==> src/rtl/conveng_pkg.sv <==
// Shared definitions for the convolution engine blocks: default widths and
// the output-interface state type.
package conveng_pkg;

  localparam int XB_DEF    = 10;
  localparam int YB_DEF    = 10;
  localparam int PB_DEF    = 8;
  localparam int DEPTH_DEF = 8;

  typedef enum logic [1:0] {
    IDLE = 2'd0,
    RUN  = 2'd1,
    DONE = 2'd2
  } outinf_state_t;

endpackage

==> src/rtl/outq.sv <==
// Small synchronous FIFO between the engine write side and the output register.
// Pointers carry one extra wrap bit so full and empty are distinguishable.
module outq #(
  parameter int PB    = 8,
  parameter int DEPTH = 8
) (
  input  logic          clk,
  input  logic          rst_n,
  input  logic          push,
  input  logic          pop,
  input  logic [PB-1:0] wr_data,
  output logic [PB-1:0] rd_data,
  output logic          full,
  output logic          empty
);

  localparam int AW = $clog2(DEPTH);

  logic [AW:0]   wr_ptr_q, wr_ptr_d;
  logic [AW:0]   rd_ptr_q, rd_ptr_d;
  logic [PB-1:0] mem_q [DEPTH];
  logic          do_push, do_pop;

  assign empty   = (wr_ptr_q == rd_ptr_q);
  assign full    = (wr_ptr_q[AW] != rd_ptr_q[AW]) &&
                   (wr_ptr_q[AW-1:0] == rd_ptr_q[AW-1:0]);
  assign do_push = push && !full;
  assign do_pop  = pop && !empty;
  assign rd_data = mem_q[rd_ptr_q[AW-1:0]];

  always_comb begin
    wr_ptr_d = wr_ptr_q;
    rd_ptr_d = rd_ptr_q;
    if (do_push) wr_ptr_d = wr_ptr_q + {{AW{1'b0}}, 1'b1};
    if (do_pop)  rd_ptr_d = rd_ptr_q + {{AW{1'b0}}, 1'b1};
  end

  always_ff @(posedge clk or negedge rst_n) begin
    if (!rst_n) begin
      wr_ptr_q <= '0;
      rd_ptr_q <= '0;
    end else begin
      wr_ptr_q <= wr_ptr_d;
      rd_ptr_q <= rd_ptr_d;
    end
  end

  // Storage is not reset; the pointers alone define what is valid.
  always_ff @(posedge clk) begin
    if (do_push) mem_q[wr_ptr_q[AW-1:0]] <= wr_data;
  end

endmodule

==> src/rtl/outinf.sv <==
// Output interface of the convolution engine: buffers engine pixels and emits
// them as a valid/ready stream tagged with sof/eol/eof for the configured frame.
module outinf
  import conveng_pkg::*;
#(
  parameter int XB    = XB_DEF,
  parameter int YB    = YB_DEF,
  parameter int PB    = PB_DEF,
  parameter int DEPTH = DEPTH_DEF
) (
  input  logic          clk,
  input  logic          rst_n,
  input  logic          start,
  input  logic [XB-1:0] cfg_width,
  input  logic [YB-1:0] cfg_height,
  input  logic [PB-1:0] eng_data,
  input  logic          eng_valid,
  output logic          eng_ready,
  output logic [PB-1:0] px_out_data,
  output logic          px_out_valid,
  input  logic          px_out_ready,
  output logic          px_out_sof,
  output logic          px_out_eol,
  output logic          px_out_eof,
  output logic [XB-1:0] col_count,
  output logic [YB-1:0] row_count,
  output logic          busy,
  output logic          frame_done
);

  // Handshake rule on both sides: a transfer happens on the rising edge where
  // valid and ready are both high; a held valid keeps its data stable until then.

  outinf_state_t state_q, state_d;
  logic [XB-1:0] cfg_w_q, cfg_w_d, wr_col_q, wr_col_d, col_q, col_d;
  logic [YB-1:0] cfg_h_q, cfg_h_d, wr_row_q, wr_row_d, row_q, row_d;
  logic          wr_done_q, wr_done_d;
  logic          out_valid_q, out_valid_d;
  logic [PB-1:0] out_data_q, out_data_d;

  logic          fifo_full, fifo_empty;
  logic [PB-1:0] fifo_data;
  logic          push, pop, hs;
  logic          col_last, row_last, wr_col_last, wr_row_last;

  assign col_last    = (col_q == cfg_w_q - XB'(1));
  assign row_last    = (row_q == cfg_h_q - YB'(1));
  assign wr_col_last = (wr_col_q == cfg_w_q - XB'(1));
  assign wr_row_last = (wr_row_q == cfg_h_q - YB'(1));

  assign eng_ready = (state_q == RUN) && !fifo_full && !wr_done_q;
  assign push      = eng_valid && eng_ready;
  assign pop       = !fifo_empty && (!out_valid_q || px_out_ready);
  assign hs        = out_valid_q && px_out_ready;

  outq #(
    .PB    (PB),
    .DEPTH (DEPTH)
  ) u_outq (
    .clk     (clk),
    .rst_n   (rst_n),
    .push    (push),
    .pop     (pop),
    .wr_data (eng_data),
    .rd_data (fifo_data),
    .full    (fifo_full),
    .empty   (fifo_empty)
  );

  always_comb begin
    state_d     = state_q;
    cfg_w_d     = cfg_w_q;
    cfg_h_d     = cfg_h_q;
    wr_col_d    = wr_col_q;
    wr_row_d    = wr_row_q;
    wr_done_d   = wr_done_q;
    col_d       = col_q;
    row_d       = row_q;
    out_valid_d = out_valid_q;
    out_data_d  = out_data_q;

    if (pop) begin
      out_valid_d = 1'b1;
      out_data_d  = fifo_data;
    end else if (hs) begin
      out_valid_d = 1'b0;
    end

    case (state_q)
      IDLE: begin
        if (start && (cfg_width != '0) && (cfg_height != '0)) begin
          cfg_w_d   = cfg_width;
          cfg_h_d   = cfg_height;
          wr_col_d  = '0;
          wr_row_d  = '0;
          wr_done_d = 1'b0;
          col_d     = '0;
          row_d     = '0;
          state_d   = RUN;
        end
      end
      RUN: begin
        if (push) begin
          if (wr_col_last) begin
            wr_col_d = '0;
            if (wr_row_last) begin
              wr_row_d  = '0;
              wr_done_d = 1'b1;
            end else begin
              wr_row_d = wr_row_q + YB'(1);
            end
          end else begin
            wr_col_d = wr_col_q + XB'(1);
          end
        end
        // The last pixel of the frame closes it; write-side state is rearmed too.
        if (hs) begin
          if (col_last && row_last) begin
            col_d     = '0;
            row_d     = '0;
            wr_col_d  = '0;
            wr_row_d  = '0;
            wr_done_d = 1'b0;
            state_d   = DONE;
          end else if (col_last) begin
            col_d = '0;
            row_d = row_q + YB'(1);
          end else begin
            col_d = col_q + XB'(1);
          end
        end
      end
      DONE: state_d = IDLE;
      default: state_d = IDLE;
    endcase
  end

  always_ff @(posedge clk or negedge rst_n) begin
    if (!rst_n) begin
      state_q     <= IDLE;
      cfg_w_q     <= '0;
      cfg_h_q     <= '0;
      wr_col_q    <= '0;
      wr_row_q    <= '0;
      wr_done_q   <= 1'b0;
      col_q       <= '0;
      row_q       <= '0;
      out_valid_q <= 1'b0;
      out_data_q  <= '0;
    end else begin
      state_q     <= state_d;
      cfg_w_q     <= cfg_w_d;
      cfg_h_q     <= cfg_h_d;
      wr_col_q    <= wr_col_d;
      wr_row_q    <= wr_row_d;
      wr_done_q   <= wr_done_d;
      col_q       <= col_d;
      row_q       <= row_d;
      out_valid_q <= out_valid_d;
      out_data_q  <= out_data_d;
    end
  end

  assign px_out_data  = out_data_q;
  assign px_out_valid = out_valid_q;
  assign px_out_sof   = out_valid_q && (col_q == '0) && (row_q == '0);
  assign px_out_eol   = out_valid_q && col_last;
  assign px_out_eof   = out_valid_q && col_last && row_last;
  assign col_count    = col_q;
  assign row_count    = row_q;
  assign busy         = (state_q != IDLE);
  assign frame_done   = (state_q == DONE);

endmodule

==> config.mk <==
export PLATFORM = sky130hd
export DESIGN_NAME = outinf
export DESIGN_NICKNAME = d
export VERILOG_FILES = /design/src/rtl/conveng_pkg.sv /design/src/rtl/outq.sv /design/src/rtl/outinf.sv
export SDC_FILE = /design/constraint.sdc
export NUM_CORES = 1
export LEC_CHECK = 0
export CAP_MARGIN = 20
export CELL_PAD_IN_SITES_DETAIL_PLACEMENT = 0
export CELL_PAD_IN_SITES_GLOBAL_PLACEMENT = 1
export CORE_ASPECT_RATIO = 2
export CORE_MARGIN = 5
export CORE_UTILIZATION = 45
export DETAILED_ROUTE_END_ITERATION = 8
export PLACE_DENSITY_LB_ADDON = 0.1
export SLEW_MARGIN = 20
export SYNTH_ARGS = -nofsm -noshare
export SYNTH_HDL_FRONTEND = slang
export SYNTH_HIERARCHICAL = 1
export SYNTH_SLANG_ARGS = --single-unit
==> constraint.sdc <==
create_clock -name clk -period 9.4 [get_ports clk]
set_input_delay 1.41 -clock clk [delete_from_list [all_inputs] [get_ports clk]]
set_output_delay 1.41 -clock clk [all_outputs]
set_load 0.02 [all_outputs]
* Word level (Yosys, flattened, before mapping)
Memory sizes are Yosys's and may differ from the RTL's. A register that Yosys moved wholly into a read port is not among the register bits.
Cells that the tools add are included.
** Storage, ports and cells
- Input bits :: 33
- Memories :: 1
- Output and inout port bits :: 35
- Flip-flop bits (word level) :: 72
- Logic and storage cells :: 102
- RAM bits :: 64
** Memory list
- u_outq.mem_q :: depth 8, bits a word 8, read ports 1, clocked after Yosys merged registers in 1, wr ports 1, RTL line outq.sv:21 : logic [PB-1:0] mem_q [DEPTH];
** Cells by class
- Add/sub/neg operators :: 8
- Mux-type cells :: 35
- Reduce and logical (&&, ||, !) cells :: 34
- Equality and inequality tests :: 13
** Operator list (number)
- $mux W10 :: 16
- $pmux W10 S2 :: 4
- $add A10 B1 Y10 const B :: 4
- $eq A10 B10 Y1 :: 4
- $logic_not A10 Y1 :: 2
- $reduce_bool A10 Y1 :: 2
- $sub A10 B1 Y10 const B :: 2
- $logic_and A1 B1 Y1 :: 15
- $mux W1 :: 10
- $add A4 B1 Y4 const B :: 2
- $mux W2 :: 3
- $reduce_and A3 Y1 :: 2
- $reduce_bool A2 Y1 :: 3
- $logic_not A1 Y1 :: 5
- $eq A4 B4 Y1 :: 1
- $ne A2 B2 Y1 const B :: 2
- $pmux W2 S2 :: 1
- $reduce_and A2 Y1 :: 2
- $reduce_and A4 Y1 :: 1
- $eq A3 B3 Y1 :: 1
- $ne A3 B2 Y1 const B :: 1
- $eq A2 B1 Y1 const B :: 1
- $eq A2 B2 Y1 const B :: 1
- $logic_not A2 Y1 :: 1
- other kinds (4) :: 4

* Depth between registers and ports, before layout
Gate-level depths: netlist of the first run.
- Depth after elaboration :: 10
- Mapped depth :: 13
- Mapped depth without buffers :: 10

* Hierarchy
The synthesis of the first run kept the hierarchy.
** By module, submodules not included
- outinf :: instances 1, area each 5106.1 µm², cells each 571, sequential area each 1801.7 µm²
- outq :: instances 1, area each 3039.2 µm², cells each 149, sequential area each 2122.0 µm²

* Least setup slack after synthesis of the first run
No wires, ideal clock.
- Kind :: register to register
- Start :: register u_outq.rd_ptr_q[0]
- End :: memory u_outq.mem_q[5][0], enable pin
- Stages on the path, launching flop included :: 8
- Path slack :: 5.468 ns
- Data required time :: 9.002 ns
- Data arrival time :: 3.534 ns
- Path buffers :: 1
- Setup time :: 0.398 ns
- Clock period less this slack :: 3.932 ns
- Path through :: dfrtp_1 > xor2_1 > nor4_4 > nor4b_1 > and2_1 > clkbuf_1 > nand2_1 > nor4b_1
** On the way
- Cells in the longest elaborated chain, start to end :: 9
** RTL lines
- start: declaration :: RTL line outq.sv:20 : logic [AW:0] rd_ptr_q, rd_ptr_d;
- start signal: assignment :: RTL line outq.sv:44 : rd_ptr_q <= rd_ptr_d;
- $eq A3 B3 Y1 :: RTL line outq.sv:26 : (wr_ptr_q[AW-1:0] == rd_ptr_q[AW-1:0]);
- $logic_and A1 B1 Y1 :: RTL line outq.sv:25 : assign full = (wr_ptr_q[AW] != rd_ptr_q[AW]) &&
- net fifo_full :: RTL line outinf.sv:41 : logic fifo_full, fifo_empty;
- $logic_not A1 Y1 :: RTL line outinf.sv:51 : assign eng_ready = (state_q == RUN) && !fifo_full && !wr_done_q;
- $logic_and A1 B1 Y1 (2 in a row) :: RTL line outinf.sv:51
- net eng_ready :: RTL line outinf.sv:18 : output logic eng_ready,
- $logic_and A1 B1 Y1 :: RTL line outinf.sv:52 : assign push = eng_valid && eng_ready;
- net push :: RTL line outinf.sv:43 : logic push, pop, hs;
- $logic_and A1 B1 Y1 :: RTL line outq.sv:27 : assign do_push = push && !full;
- $mux W1 :: RTL line outq.sv:50 : if (do_push) mem_q[wr_ptr_q[AW-1:0]] <= wr_data;
- $mux W1 (not written as such) :: RTL line outq.sv:50
- end: declaration :: RTL line outq.sv:21
The timed path passes the listed nets, and every way through them passes these cells.

* Final worst setup path of the first run
- Start :: register cfg_w_q[3]
- End :: output px_out_eof
** On the way
- Cells in the longest elaborated chain, start to end :: 4
** RTL lines
- start: declaration :: RTL line outinf.sv:35 : logic [XB-1:0] cfg_w_q, cfg_w_d, wr_col_q, wr_col_d, col_q, col_d;
- start signal: assignment :: RTL line outinf.sv:152 : cfg_w_q <= cfg_w_d;
- $sub A10 B1 Y10 :: RTL line outinf.sv:46 : assign col_last = (col_q == cfg_w_q - XB'(1));
- $eq A10 B10 Y1 :: RTL line outinf.sv:46
- $logic_and A1 B1 Y1 (2 in a row) :: RTL line outinf.sv:168 : assign px_out_eof = out_valid_q && col_last && row_last;
- end: declaration :: RTL line outinf.sv:24 : output logic px_out_eof,
Every way passes these cells.

==> results.py, run 1 <==
metrics = {
    "global_routing": {
        "antenna_found_initial": 0,
        "grt_pass1_vias": 6290,
        "grt_overflow": 0,
        "grt_max_degree": 45,
        "grt_pass1_wl_um": 35400,
        "grt_use_total_pct": 21.8,
    },
    "setup_path": {
        "end_kind": "output port",
        "r2r-end": "wr_row_q[5]",
        "r2r_slack_ns": 4.83,
        "cp.arrival_ns": 3.73,
        "required_ns": 7.99,
        "setup.worst_path.class": "flip-flop to output port",
        "critPathLaunchType": "flip-flop",
        "r2r-start": "u_outq/rd_ptr_q[1]",
        "reg2reg_depth": 10,
        "worstPathMaxFanout": 15,
    },
    "timing": {
        "worst_pin_slew_ns": 1.09,
        "post-route-period-util_pct": 54.7,
        "setup_violations": 0,
        "finalSetupTns_ns": 0,
        "relSlewSlack_pct": 27.0,
        "hold_violations": 0,
        "finClkSkew_ns": 0.0135,
        "rsz0062_at_grt": "false",
        "final_max_slew_viol_count": 0,
        "fmax_mhz": 194,
        "min_period_ns": 5.14,
    },
    "cts": {
        "htreeDepth": 4,
        "clock_latency_ns": 0.43,
        "cts_tree": "built",
        "cts_sinks": 144,
        "cts_buffers": 17,
        "cts_setup_buffers": 0,
        "path_clk_slew_ns": 0.06,
        "postCtsHoldBufs": 0,
        "clockBufferDepth": 2,
        "root_buffer": "clkbuf_16",
        "cts_resized": 0,
    },
    "floorplan": {
        "core_area_um2": 17800,
        "num_rows": 69,
        "ios": 68,
        "fp.dieH_um": 200,
        "start_util_pct": 45.8,
        "fp.dieArea_um2": 21100,
        "die_w_um": 105,
    },
    "outcome": {
        "status": "finished, final reports clean",
    },
    "flow_run": {
        "maxCapViolCount": 0,
    },
    "layout": {
        "fin_nets": 816,
        "final_util_pct": 53.7,
        "insertedDiodeCount": 0,
        "fin_cells": 999,
        "drive_above_1_share_pct": 15.1,
        "area_growth_pct": 17.4,
        "fillers": 1559,
    },
    "hold_path": {
        "hp-class": "flip-flop to flip-flop",
        "worstHoldStart": "px_out_data[1]",
        "min_to": "px_out_data[1]",
        "hold-path-cell-count": 1,
    },
    "synth": {
        "synth_cells": 720,
        "syn_area_um2": 8150,
        "synth_commonest_cells": "dfrtp_1, edfxtp_1, nor2_1",
        "synth_top_cell_by_area": "dfrtp_1",
        "ys_dominant_reg_cell": "dfrtp_1",
        "netlist_top_cells_area": "dfrtp_1, edfxtp_1, mux2_2, mux4_2, xor2_1",
        "yosysMostFrequentCell": "dfrtp_1",
        "synth-seq-cells": 144,
        "synth_warnings": 6,
        "synth_cell_type_count": 77,
        "synthArstFlopShare_pct": 55.6,
        "syn_avg_cell_area_um2": 11.3,
        "ys_seq_area_share_pct": 48.2,
        "synth_nets": 763,
        "synth-edff-count": 64,
        "synth.top_cell.area_share_pct": 24.6,
    },
    "drt": {
        "remaining_drc_errors": 0,
        "drt_pre_antenna_iters": 4,
        "ant_nets": 0,
        "drtIter0Drc": 307,
        "vias": 6033,
        "drt-total-wl_um": 22800,
        "wl_per_cell_um": 22.8,
        "vias_per_cell": 6.04,
    },
    "pwr": {
        "ir_drop_mv": 0.111,
        "p_per_area_nw_per_um2": 241,
        "fin_total_pwr_uw": 2300,
        "p_leak_uw": 0.00387,
    },
    "place": {
        "portBuffers": 67,
        "dp_cells": 967,
        "dpl.hpwl_um": 17200,
        "gp_congestion": 0.867,
    },
}
-- flip-flops by register name (all words and copies together) (netlist names), 2 cells and up --
register         flops
state_q              2
row_count           10
u_outq/mem_q        64
col_count           10
px_out_data          8
cfg_w_q             10
u_outq/wr_ptr_q      4
cfg_h_q             10
wr_row_q            10
wr_col_q            10
u_outq/rd_ptr_q      4
-- report_power, final --
group,switching [uW],internal (uW)
logic,338,336
registers,151,771
clock network,282,424
-- worst max-delay path, cell delays in order (launching register included) --
cell and delay, ns:
dfrtp_1 0.55, or4_4 0.66, o41ai_1 0.31, o311ai_0 0.22, nand4b_2 0.38, nor4_4 0.42, and2_1 0.18, clkdlybuf4s50_1 0.60
-- kinds of logic after synthesis --
kind of cell	Yosys count	share of synthesized area, %
xor+xnor	69	8.25
fa+ha+maj	10	1.54
compound gates	113	9.89
flops	144	48.2
simple gates	262	18.4
mux	57	10.1
buf+inv	65	3.61
-- metal layers --
layer | track usage, % | share of wire [%] | vias up
met1 | 20.8 | 34 | 3016
met3 | 3.61 | 2.6 | 57
met5 | 0 | 0 | -
met2 | 42.7 | 59 | 147
met4 | 11.4 | 5.0 | 0
li1 | - | - | 2813
-- metrics by stage --
step / setup WS (ns) / area (um2) / hold WS (ns)
2_1_floorplan: 5.47 / 8150 / 0.464
3_3_place_gp: 4.78 / 8950 / 0.489
3_5_place_dp: 4.71 / 8950 / 0.500
4_1_cts: 4.25 / 9560 / 0.513
5_1_grt: 4.04 / 9560 / 0.535
6_report: 4.26 / 9560 / 0.507
-- cells in the final DEF, fill, tap and decap left out, types with 4 or more instances in the layout --
cell type,netlist,routed
a311oi_1,4,4
nor2b_1,8,8
edfxtp_1,64,64
buf_4,1,13
nor3_1,13,13
nand2b_1,8,8
xor2_1,34,34
mux4_2,15,15
and3_1,15,15
nor4_1,23,23
or2_2,5,5
a41oi_1,6,6
a211oi_1,4,4
mux2_2,38,38
a21oi_1,19,19
nor4b_1,7,7
ha_1,10,10
clkbuf_16,0,17
clkdlybuf4s50_1,0,66
nand2_1,43,43
inv_1,20,20
nand4_1,16,16
o21ai_1,5,5
nor3b_1,6,6
nand3b_1,6,6
xnor2_1,30,30
nand3_1,24,24
or3_1,10,10
nand4b_1,6,6
nor2_1,48,48
or4_1,4,4
dfrtp_1,80,80
o21ai_0,24,24
a31oi_1,12,12
and2_1,6,6
inv_6,0,4
-- worst max path at each step --
stage	start	cells after the start	slack, ns	end
3_3_place_gp	cfg_w_q[3]	7	4.78	px_out_eof
4_1_cts	cfg_w_q[3]	7	4.25	px_out_eof
6_report	cfg_w_q[3]	7	4.26	px_out_eof
3_5_place_dp	cfg_w_q[3]	7	4.71	px_out_eof
5_1_grt	cfg_w_q[0]	9	4.04	px_out_eof
2_1_floorplan	u_outq/rd_ptr_q[0]	7	5.47	u_outq/mem_q[5][0]
-- cell type report --
type,instances,area (um2),area share [%]
sequential,144,3920,41.0
clock inverter,13,175,1.83
inverter,20,75.1,0.785
tap,213,267,2.79
clock buffer,19,433,4.53
timing repair buffer,79,758,7.93
multi-input combinational,511,3930,41.1
Note: power is estimated with default switching activity, not from simulation.
==> run 2, diff against run 1 <==
==> constraint.sdc (replaced) <==
create_clock -name clk -period 5.38 [get_ports clk]
set_input_delay 0.807 -clock clk [delete_from_list [all_inputs] [get_ports clk]]
set_output_delay 0.807 -clock clk [all_outputs]
set_load 0.02 [all_outputs]
==> results.py, run 2 (same netlist as run 1, synthesis figures left out) <==
metrics = {
    "outcome": {
        "status": "finished, final reports clean",
    },
    "pwr": {
        "p_int_uw": 2580,
        "ir_drop_mv": 0.208,
        "power_frac_seq_pct": 40.1,
        "p_comb_share_pct": 31.2,
        "switching_share_pct": 34.2,
        "clockPowerShare_pct": 28.7,
        "switching_power_uw": 1340,
        "p_leak_uw": 0.00387,
        "p_per_area_nw_per_um2": 412,
    },
    "setup_path": {
        "startpoint": "cfg_w_q[3]",
        "worstPathMaxFanout": 15,
        "required_ns": 4.57,
        "end_kind": "output port",
        "r2r-start": "u_outq/rd_ptr_q[0]",
        "setup.worst_path.class": "flip-flop to output port",
        "cp.arrival_ns": 3.77,
        "critPathLaunchType": "flip-flop",
        "r2r_slack_ns": 1.56,
    },
    "drt": {
        "remaining_drc_errors": 0,
        "drtIter0Drc": 300,
        "drt_pre_antenna_iters": 5,
        "ant_nets": 0,
        "vias": 6106,
        "vias_per_cell": 6.09,
        "wl_per_cell_um": 22.7,
        "drt-total-wl_um": 22700,
    },
    "cts": {
        "cts_setup_buffers": 0,
        "path_clk_slew_ns": 0.06,
        "clock_latency_ns": 0.42,
        "root_buffer": "clkbuf_16",
        "cts_tree": "built",
        "postCtsHoldBufs": 0,
        "htreeDepth": 4,
        "cts_resized": 0,
        "cts_sinks": 144,
        "clockBufferDepth": 2,
        "cts_buffers": 17,
    },
    "timing": {
        "hold_violations": 0,
        "worst_pin_slew_ns": 0.985,
        "finalSetupTns_ns": 0,
        "min_period_ns": 4.57,
        "final_max_slew_viol_count": 0,
        "fin_ws_ns": 0.808,
        "post-route-period-util_pct": 85.0,
        "rsz0062_at_grt": "false",
        "fmax_mhz": 219,
        "setup_violations": 0,
        "relSlewSlack_pct": 34.1,
        "finClkSkew_ns": 0.00963,
    },
    "global_routing": {
        "grt_use_total_pct": 21.9,
        "grt_pass1_wl_um": 35500,
        "grt_overflow": 0,
        "grt_max_degree": 44,
        "antenna_found_initial": 0,
        "grt_pass1_vias": 6371,
    },
    "layout": {
        "final_area_um2": 9530,
        "drive_above_1_share_pct": 15.6,
        "area_growth_pct": 17.1,
        "layout_commonest_cell": "dfrtp_1",
        "insertedDiodeCount": 0,
        "mostFrequentLayoutCells": "dfrtp_1, clkdlybuf4s50_1, edfxtp_1, nor2_1, nand2_1",
        "fin_nets": 819,
        "fin_cells": 1002,
        "largest_reg_flops": 64,
    },
    "floorplan": {
        "start_util_pct": 45.8,
        "fp.dieH_um": 200,
        "die_w_um": 105,
        "fp.dieArea_um2": 21100,
        "num_rows": 69,
        "core_area_um2": 17800,
        "ios": 68,
    },
    "place": {
        "placed_area_um2": 8970,
        "gp_congestion": 0.872,
        "place_ws_ns": 1.29,
        "portBuffers": 67,
        "dpl.hpwl_um": 17300,
        "dp_cells": 970,
    },
    "hold_path": {
        "hp-class": "primary input to asynchronous set/reset pin",
    },
    "flow_run": {
        "maxCapViolCount": 0,
    },
}
run 2: cell types whose count changed in the layout (fill, tap and decap cells not counted):
cell / previous run / this run
buf_4: 13 / 16
clkinvlp_4: 2 / 1
clkinv_4: 1 / 4
inv_6: 4 / 2
clkinv_1: 1 / 2
clkbuf_1: 2 / 0
bufinv_16: 3 / 1
clkinv_2: 0 / 3
run 2: layout make-up:
type | count | area [um2]
clock inverters | 15 | 135
fillers | 1555 | 8250
clock buffers | 17 | 425
multi-input cells | 511 | 3930
flip-flops and latches | 144 | 3920
repair buffers | 82 | 781
inverters | 20 | 75.1
well taps | 213 | 267
run 2: worst max-delay path, stage by stage (launching register included):
cell	delay (ns)
dfrtp_1	0.56
or4_4	0.67
o41ai_1	0.30
o311ai_0	0.23
nand4b_2	0.40
nor4_4	0.42
and2_1	0.17
clkdlybuf4s50_1	0.60
run 2: worst paths after layout:
path	depth (start not counted)	end
max	7	px_out_eof
min	1	px_out_data[7]
max reg2reg	12	wr_row_q[4]
min reg2reg	1	px_out_data[3]
max in group asynchronous	2	cfg_w_q[6]
min in group clk	1	px_out_data[3]
run 2: routing by layer:
layer	share of wire (%)	wire, um	GRT usage (%)	vias to the layer above
met5	0	0	0	-
met4	5.3	1210	11.6	0
met3	2.8	627	3.03	63
met2	59	13400	43.6	161
met1	33	7450	20.6	3061
li1	-	-	-	2821
run 2: stage by stage:
stage	util (%)	hold WS, ns	power (uW)
floorplan	-	0.464	2400
global placement	50.5	0.492	2800
detailed placement	50.5	0.496	2830
CTS	53.6	0.364	3980
global route	53.6	0.384	4130
finish	53.6	0.354	3930
run 2: power by group through the flow:
| stage | registers, uW | clock network [uW] | logic (uW) |
|---|---|---|---|
| after floorplan | 1540 | 0 | 860 |
| after global placement | 1590 | 0 | 1220 |
| after detailed placement | 1600 | 0 | 1230 |
| after CTS | 1570 | 1160 | 1240 |
| after global routing | 1600 | 1210 | 1320 |
| final | 1570 | 1130 | 1230 |
